$ cat src/rtl/avmm_burst_reader_if.sv
// Avalon-MM read master bundle for avmm_burst_reader: request, burst and read-data return signals.
interface avmm_burst_reader_if #(
   parameter int DATA_W  = 512,
   parameter int ADDR_W  = 64,
   parameter int BURST_W = 3
);
   logic                  m_waitrequest;
   logic [DATA_W-1:0]     m_readdata;
   logic                  m_readdatavalid;
   logic [ADDR_W-1:0]     m_address;
   logic                  m_read;
   logic [BURST_W-1:0]    m_burstcount;
   logic [DATA_W/8-1:0]   m_byteenable;

   modport master (
      input  m_waitrequest, m_readdata, m_readdatavalid,
      output m_address, m_read, m_burstcount, m_byteenable
   );

   modport slave (
      output m_waitrequest, m_readdata, m_readdatavalid,
      input  m_address, m_read, m_burstcount, m_byteenable
   );
endinterface

$ cat src/rtl/avmm_burst_reader.sv
// Credit-limited Avalon-MM burst read engine forwarding returned beats as a registered stream.
// Optional waitrequest stall counter is built only when AVMM_RD_PERF_EN is defined.
module avmm_burst_reader #(
   parameter int DATA_W  = 512,
   parameter int ADDR_W  = 64,
   parameter int BURST_W = 3,
   parameter int CREDITS = 256,
   parameter int CNT_W   = 64
) (
   input  logic                clk,
   input  logic                reset,
   input  logic                start,
   input  logic                abort,
   input  logic [ADDR_W-1:0]   src_addr,
   input  logic [CNT_W-1:0]    beat_count,
   output logic                busy,
   output logic                done,
   output logic                aborted,
   output logic [CNT_W-1:0]    issued_beats,
   output logic [CNT_W-1:0]    recv_beats,
   output logic [31:0]         stall_cycles,
   avmm_burst_reader_if.master avm,
   output logic [DATA_W-1:0]   out_data,
   output logic                out_valid,
   input  logic                out_pop
);
   localparam int MAX_BURST = 2 ** (BURST_W - 1);
   localparam int BYTE_SH   = $clog2(DATA_W / 8);
   localparam int CRED_W    = $clog2(CREDITS + 1);
   localparam int LEN_W     = (CRED_W > BURST_W) ? CRED_W : BURST_W;

   typedef enum logic [1:0] {IDLE, ISSUE, DRAIN, DONE} state_t;

   state_t              state, state_nxt;
   logic [ADDR_W-1:0]   base_addr;
   logic [CNT_W-1:0]    xfer_len;
   logic [CNT_W-1:0]    remaining;
   logic [BURST_W-1:0]  len;
   logic [CRED_W-1:0]   credits;
   logic                rd_armed;
   logic                abort_seen;
   logic                slot_free;
   logic                issue_go;
   logic                beat_in;

   assign busy             = (state == ISSUE) || (state == DRAIN);
   assign done             = (state == DONE);
   assign avm.m_byteenable = '1;
   // Beats still in flight from before a reset are dropped until the next start re-arms.
   assign beat_in          = avm.m_readdatavalid & rd_armed;

   always_comb begin
      state_nxt  = state;
      issue_go   = 1'b0;
      remaining  = xfer_len - issued_beats;
      len        = (remaining >= CNT_W'(MAX_BURST)) ? BURST_W'(MAX_BURST)
                                                    : remaining[BURST_W-1:0];
      abort_seen = aborted | (abort & (state == ISSUE));
      slot_free  = ~avm.m_read | ~avm.m_waitrequest;
      case (state)
         IDLE:  if (start) state_nxt = ISSUE;
         ISSUE: begin
            if (slot_free && !abort_seen && (remaining != '0) &&
                (LEN_W'(credits) >= LEN_W'(len)))
               issue_go = 1'b1;
            else if (slot_free && ((remaining == '0) || abort_seen))
               state_nxt = DRAIN;
         end
         DRAIN: if (recv_beats == issued_beats) state_nxt = DONE;
         DONE:  state_nxt = IDLE;
         default: state_nxt = IDLE;
      endcase
   end

   always_ff @(posedge clk) begin
      if (reset) begin
         state            <= IDLE;
         base_addr        <= '0;
         xfer_len         <= '0;
         issued_beats     <= '0;
         recv_beats       <= '0;
         credits          <= CRED_W'(CREDITS);
         aborted          <= 1'b0;
         rd_armed         <= 1'b0;
         avm.m_read       <= 1'b0;
         avm.m_address    <= '0;
         avm.m_burstcount <= BURST_W'(1);
         out_valid        <= 1'b0;
         out_data         <= '0;
      end else begin
         state <= state_nxt;

         if ((state == IDLE) && start) begin
            base_addr    <= src_addr;
            xfer_len     <= beat_count;
            issued_beats <= '0;
            recv_beats   <= '0;
            aborted      <= 1'b0;
            rd_armed     <= 1'b1;
         end else begin
            if (abort && ((state == ISSUE) || (state == DRAIN)))
               aborted <= 1'b1;
            if (beat_in)
               recv_beats <= recv_beats + CNT_W'(1);
            if (issue_go)
               issued_beats <= issued_beats + CNT_W'(len);
         end

         // Request outputs only move when the bus is free; a stalled request holds.
         if (issue_go) begin
            avm.m_read       <= 1'b1;
            avm.m_burstcount <= len;
            avm.m_address    <= base_addr + (ADDR_W'(issued_beats) << BYTE_SH);
         end else if (!avm.m_waitrequest) begin
            avm.m_read <= 1'b0;
         end

         // Credits are spent at issue and returned per pop, never above the FIFO depth.
         credits <= credits
                    - (issue_go ? CRED_W'(len) : '0)
                    + ((out_pop && (credits != CRED_W'(CREDITS))) ? CRED_W'(1) : '0);

         out_valid <= beat_in;
         if (beat_in)
            out_data <= avm.m_readdata;
      end
   end

`ifdef AVMM_RD_PERF_EN
   always_ff @(posedge clk) begin
      if (reset)
         stall_cycles <= '0;
      else if ((state == IDLE) && start)
         stall_cycles <= '0;
      else if (avm.m_read && avm.m_waitrequest && (stall_cycles != '1))
         stall_cycles <= stall_cycles + 32'd1;
   end
`else
   assign stall_cycles = '0;
`endif

endmodule

$ cat src/flat_wrapper.sv
// flat-port wrapper written by rule: the top's interface ports become plain ports
module avmm_burst_reader_flat 
#(
   parameter int DATA_W  = 512,
   parameter int ADDR_W  = 64,
   parameter int BURST_W = 3,
   parameter int CREDITS = 256,
   parameter int CNT_W   = 64
)
  (clk, reset, start, abort, src_addr, beat_count, busy, done, aborted, issued_beats, recv_beats, stall_cycles, out_data, out_valid, out_pop, avm_m_waitrequest, avm_m_readdata, avm_m_readdatavalid, avm_m_address, avm_m_read, avm_m_burstcount, avm_m_byteenable);
  avmm_burst_reader_if #(.DATA_W(DATA_W), .ADDR_W(ADDR_W), .BURST_W(BURST_W)) avm_i ();
  input  logic clk;
  input  logic reset;
  input  logic start;
  input  logic abort;
  input  logic [ADDR_W-1:0] src_addr;
  input  logic [CNT_W-1:0] beat_count;
  output logic busy;
  output logic done;
  output logic aborted;
  output logic [CNT_W-1:0] issued_beats;
  output logic [CNT_W-1:0] recv_beats;
  output logic [31:0] stall_cycles;
  output logic [DATA_W-1:0] out_data;
  output logic out_valid;
  input  logic out_pop;
  input wire logic [$bits(avm_i.m_waitrequest)-1:0] avm_m_waitrequest;
  input wire logic [$bits(avm_i.m_readdata)-1:0] avm_m_readdata;
  input wire logic [$bits(avm_i.m_readdatavalid)-1:0] avm_m_readdatavalid;
  output wire logic [$bits(avm_i.m_address)-1:0] avm_m_address;
  output wire logic [$bits(avm_i.m_read)-1:0] avm_m_read;
  output wire logic [$bits(avm_i.m_burstcount)-1:0] avm_m_burstcount;
  output wire logic [$bits(avm_i.m_byteenable)-1:0] avm_m_byteenable;
  assign avm_i.m_waitrequest = avm_m_waitrequest;
  assign avm_i.m_readdata = avm_m_readdata;
  assign avm_i.m_readdatavalid = avm_m_readdatavalid;
  assign avm_m_address = avm_i.m_address;
  assign avm_m_read = avm_i.m_read;
  assign avm_m_burstcount = avm_i.m_burstcount;
  assign avm_m_byteenable = avm_i.m_byteenable;
  avmm_burst_reader #(.DATA_W(DATA_W), .ADDR_W(ADDR_W), .BURST_W(BURST_W), .CREDITS(CREDITS), .CNT_W(CNT_W)) u_core (.clk(clk), .reset(reset), .start(start), .abort(abort), .src_addr(src_addr), .beat_count(beat_count), .busy(busy), .done(done), .aborted(aborted), .issued_beats(issued_beats), .recv_beats(recv_beats), .stall_cycles(stall_cycles), .avm(avm_i), .out_data(out_data), .out_valid(out_valid), .out_pop(out_pop));
endmodule
$ cat config.mk
export PLATFORM = sky130hd
export DESIGN_NAME = avmm_burst_reader_flat
export DESIGN_NICKNAME = d
export VERILOG_FILES = /design/src/rtl/avmm_burst_reader_if.sv /design/src/rtl/avmm_burst_reader.sv /design/src/flat_wrapper.sv
export SDC_FILE = /design/constraint.sdc
export NUM_CORES = 2
export LEC_CHECK = 0
export ABC_AREA = 1
export BUFFER_PORTS_ARGS = -buffer_cell sky130_fd_sc_hd__buf_2
export CORE_AREA = 3 3 569 571
export CTS_BUF_LIST = sky130_fd_sc_hd__clkbuf_4
export CTS_CLUSTER_SIZE = 40
export DETAILED_ROUTE_END_ITERATION = 8
export DIE_AREA = 0 0 572 574
export PLACE_DENSITY = 0.33
export SLEW_MARGIN = 20
export SYNTH_ARGS = -nofsm -noshare
export SYNTH_HDL_FRONTEND = slang
export SYNTH_SLANG_ARGS = --single-unit
$ cat constraint.sdc
create_clock -name clk -period 7.55 [get_ports clk]
set_input_delay 0.755 -clock clk [delete_from_list [all_inputs] [get_ports clk]]
set_output_delay 0.755 -clock clk [all_outputs]
set_load 0.02 [all_outputs]
==> Implementation_results.wiki <==
{| class="wikitable"
! Metric !! Value
|-
| Number of vias after detailed routing || 53,852
|-
| Number of pins with negative max-slew slack in the final report || 0
|-
| DRT Wirelength || 336,000 microns
|-
| Leak || 0.0318 uW
|-
| Classification of the worst setup path || reg2reg
|-
| Power Total || 20,700 uW
|-
| Number of warnings issued by yosys || 0
|-
| Worst Clk Skew || 125 ps
|-
| H-tree levels || 5
|-
| Pwr dens || 302 mW/mm^2
|-
| Fraction of registers with async set or reset after synthesis || 0
|-
| Number of logic stages on the critical path including buffering || 52
|-
| Worst-path cell with the longest stage delay || dfxtp_1
|-
| Mean Syn Cell Area || 6.70 sq um
|-
| Number of placed instances, taps included || 12,171
|-
| Prevailing post-synth register cell || dfxtp_1
|-
| Weighted congestion at the end of routability-driven global placement || 0.908
|-
| Startpoint of the worst setup timing path || u_core.issued_beats[2]
|-
| Effective utilization at floorplan || 0.136
|-
| Remaining DRCs || 0
|-
| Arr. time, crit path || 8060 ps
|-
| Hold path startpoint || avm_m_readdata[475]
|-
| Worst hold margin || 90.2 ps
|-
| Number of buffers created by CTS || 294
|-
| Most frequent cell on the critical path || nand2_1
|-
| Layout Area Growth over Synthesis || 57.9%
|-
| Average routed wire per standard cell || 25.2 microns
|-
| Number of inserted filler cells in the final layout || 36,493
|-
| Netlist cell types || 57
|-
| Max-cap violations || 0
|-
| Count of endpoints failing setup in the final report || 0
|-
| Number of instances in the synthesized netlist || 6,478
|-
| Top cell family by delay on the critical path || simple AND/OR/NAND/NOR gates
|-
| Register clock-pin slew on the reported worst setup and hold paths || 60 ps
|-
| Layout cell share with drive strength beyond 1 || 0.266
|-
| Global router's overall resource usage || 0.195
|-
| Min Clock Period, post-route || 6950 ps
|-
| Startpoint type of the worst setup path || register
|-
| Max clock buf depth || 4
|-
| Most numerous cell types in the synthesized netlist || nor2_1 (1,617), nand2_1 (1,025), dfxtp_1 (850), o21ai_0 (782), inv_1 (635)
|-
| Pre-CTS setup slack || -780 ps
|-
| HPWL after detailed placement || 282,000 microns
|-
| EDFF count, synth || 0
|-
| Upper clock frequency limit || 0.144 GHz
|-
| Via density || 4.03
|-
| Run status || finished, final reports clean
|-
| Overflow left after global routing || 0
|-
| Number of iterations in the first detailed-routing pass || 5
|-
| Core footprint || 0.318 sq mm
|-
| TritonCTS clock tree || built
|-
| Width of the die || 572 microns
|-
| Filler-free cell count of the finished design || 13,362
|-
| Transition time at the pin with the least slew margin || 1350 ps
|-
| Fin crit share || 0.920
|-
| Cell at the root of the clock tree || clkbuf_4
|-
| Critical Path End Type || register
|-
| Most numerous cell in the Yosys netlist || nor2_1
|-
| Hold violation count in the final report || 0
|-
| Synth top area cells || dfxtp_1 (39%), nor2_1 (14%), o21ai_0 (9.0%)
|-
| Biggest area consumer among synthesized cells || dfxtp_1
|-
| Synth Cell Area || 0.0434 sq mm
|-
| Clock latency of the later-clocked register in the worst-skew pair || 1340 ps
|-
| Antenna-violating nets left || 0
|-
| Maximum fanout encountered on the critical timing path || 23
|-
| Worst IR drop on VDD || 0.132 mV
|-
| Initial DRC Count || 3,698
|-
| Reg2Reg Depth || 52
|-
| Hold Path Stages || 3
|-
| Yosys top cell area share || 0.392
|-
| Worst hold path type || in2reg
|-
| Final WS setup || 602 ps
|-
| Count of clock tree sinks || 850
|-
| # rows || 207
|-
| Launch instance of the worst register-to-register path || u_core.issued_beats[2]
|-
| Number of primary I/O pins || 1,455
|-
| Number of buffers added on ports || 1,358
|-
| Antenna violations before repair || 156
|-
| Global-route wire length before repair || 448,000 microns
|-
| Seq/Total Area, Yosys || 0.392
|-
| Die footprint || 0.328 sq mm
|-
| Delay contributed by the slowest stage of the critical path || 340 ps
|-
| Total of flip-flops plus latches after synthesis || 850
|-
| Normalized max-slew margin || 0.0919
|-
| Pin count of the biggest net entering global routing || 190
|-
| Layout net count || 9,751
|-
| WP buf/inv || 10
|-
| Crit path required time || 8660 ps
|-
| Die Ht || 574 microns
|-
| Number of global-route vias before repair || 53,031
|}
-- layer usage --
layer | GRT usage | up-vias | wire length (microns)
met5 | 0 | - | 610
met4 | 0.0643 | 92 | 12700
met3 | 0.0413 | 524 | 20700
met2 | 0.346 | 1845 | 165000
met1 | 0.232 | 25610 | 137000
li1 | - | 25781 | -
-- sequential cells by signal (all words and copies together), names as in the netlist, named ones only --
register,cells
u_core.aborted,1
u_core.avm.m_address,64
u_core.avm.m_burstcount,3
u_core.avm.m_read,1
u_core.base_addr,64
u_core.credits,9
u_core.issued_beats,63
u_core.out_data,512
u_core.out_valid,1
u_core.rd_armed,1
u_core.recv_beats,64
u_core.state,2
u_core.xfer_len,64
-- power breakdown --
group / leakage, uW / switching, uW / internal [uW] / total (uW)
clock network: 0.00206 / 2530 / 2630 / 5160
registers: 0.00695 / 502 / 5200 / 5700
logic: 0.0228 / 6430 / 3430 / 9860
total: 0.0318 / 9460 / 11300 / 20700
-- area by class of cell --
class	instances	area (sq um)	area share
antenna	60	150	0.00219
timing repair buffer	2444	16900	0.246
multi-input combinational	4701	23200	0.339
clock inverter	73	520	0.00760
clock buffer	394	2960	0.0432
inverter	660	2500	0.0366
sequential	850	17000	0.248
tap	4180	5230	0.0764
-- path summary, 6_finish.rpt --
| check | end | slack (ps) |
|---|---|---|
| worst min-delay path | u_core.out_data[475] | 90 |
| worst max register to register | u_core.credits[7] | 600 |
| worst max-delay path | u_core.credits[7] | 600 |
| worst min register to register | u_core.avm.m_address[0] | 450 |
-- per-stage QoR --
step / cell area [sq um] / util / setup TNS (ps)
after floorplan: 43700 / - / 0
after CTS: 67600 / 0.212 / 0
after global placement: 57500 / 0.181 / -38730
final: 68500 / 0.215 / 0
after detailed placement: 57500 / 0.181 / -27310
after global routing: 68400 / 0.215 / -37.9
-- kinds of logic (layout without fill, tap and decap cells) --
| family | count (synthesis) | in the layout | share of synthesized area |
|---|---|---|---|
| AOI/OAI and AO/OA | 1180 | 1180 | 0.141 |
| xor gates and xnor gates | 166 | 166 | 0.0335 |
| adders and majority gates | 153 | 153 | 0.0448 |
| buffers and inverters | 1021 | 3571 | 0.0972 |
| DFF | 850 | 850 | 0.392 |
| other | 2 | 156 | 0.000173 |
| and+or+nand+nor | 3106 | 3106 | 0.291 |
-- placed cells by master, fill, tap and decap left out, types with 7 or more instances in the layout --
cell and count:
nor2_1 1592, buf_2 1358, nand2_1 987, dfxtp_1 847
o21ai_0 775, dlygate4sd3_1 658, inv_1 625, buf_4 406
clkbuf_4 394, a21oi_1 285, nand3_1 137, xor2_1 121
ha_1 121, nor3_1 115, conb_1 96, nand4_1 65
diode_2 60, clkinv_1 47, xnor2_1 45, nand2_2 42
nor4_1 42, nor2_2 37, inv_2 30, a31oi_1 28
ha_4 22, buf_12 19, nand3_2 17, nand3b_1 13
o21a_1 12, nor2_4 11, a21oi_2 11, o21ai_1 11
or2_2 9, o22ai_1 8, a221oi_1 8, o21bai_1 7
clkinv_2 7, bufinv_16 7
-- worst register-to-register path: cells and delay by family, from the launching register on --
family                     cells  cell delay, ps
and+or+nand+nor               33            3380
buffers and inverters         10            1260
adders and majority gates      4            1200
AOI/OAI and AO/OA              5             600
DFF                            1             340
-- repair_timing --
action / 4_1_cts / 5_1_grt
cloned: 0 / 1
setup buffers: 0 / 5
setup endpoints to repair: 98 / 18
hold buffers: 658 / 0
hold endpoints to repair: 655 / 0
pin swaps: 0 / 21
resized for setup: 9 / 165
Note: power is estimated with default switching activity, not from simulation.
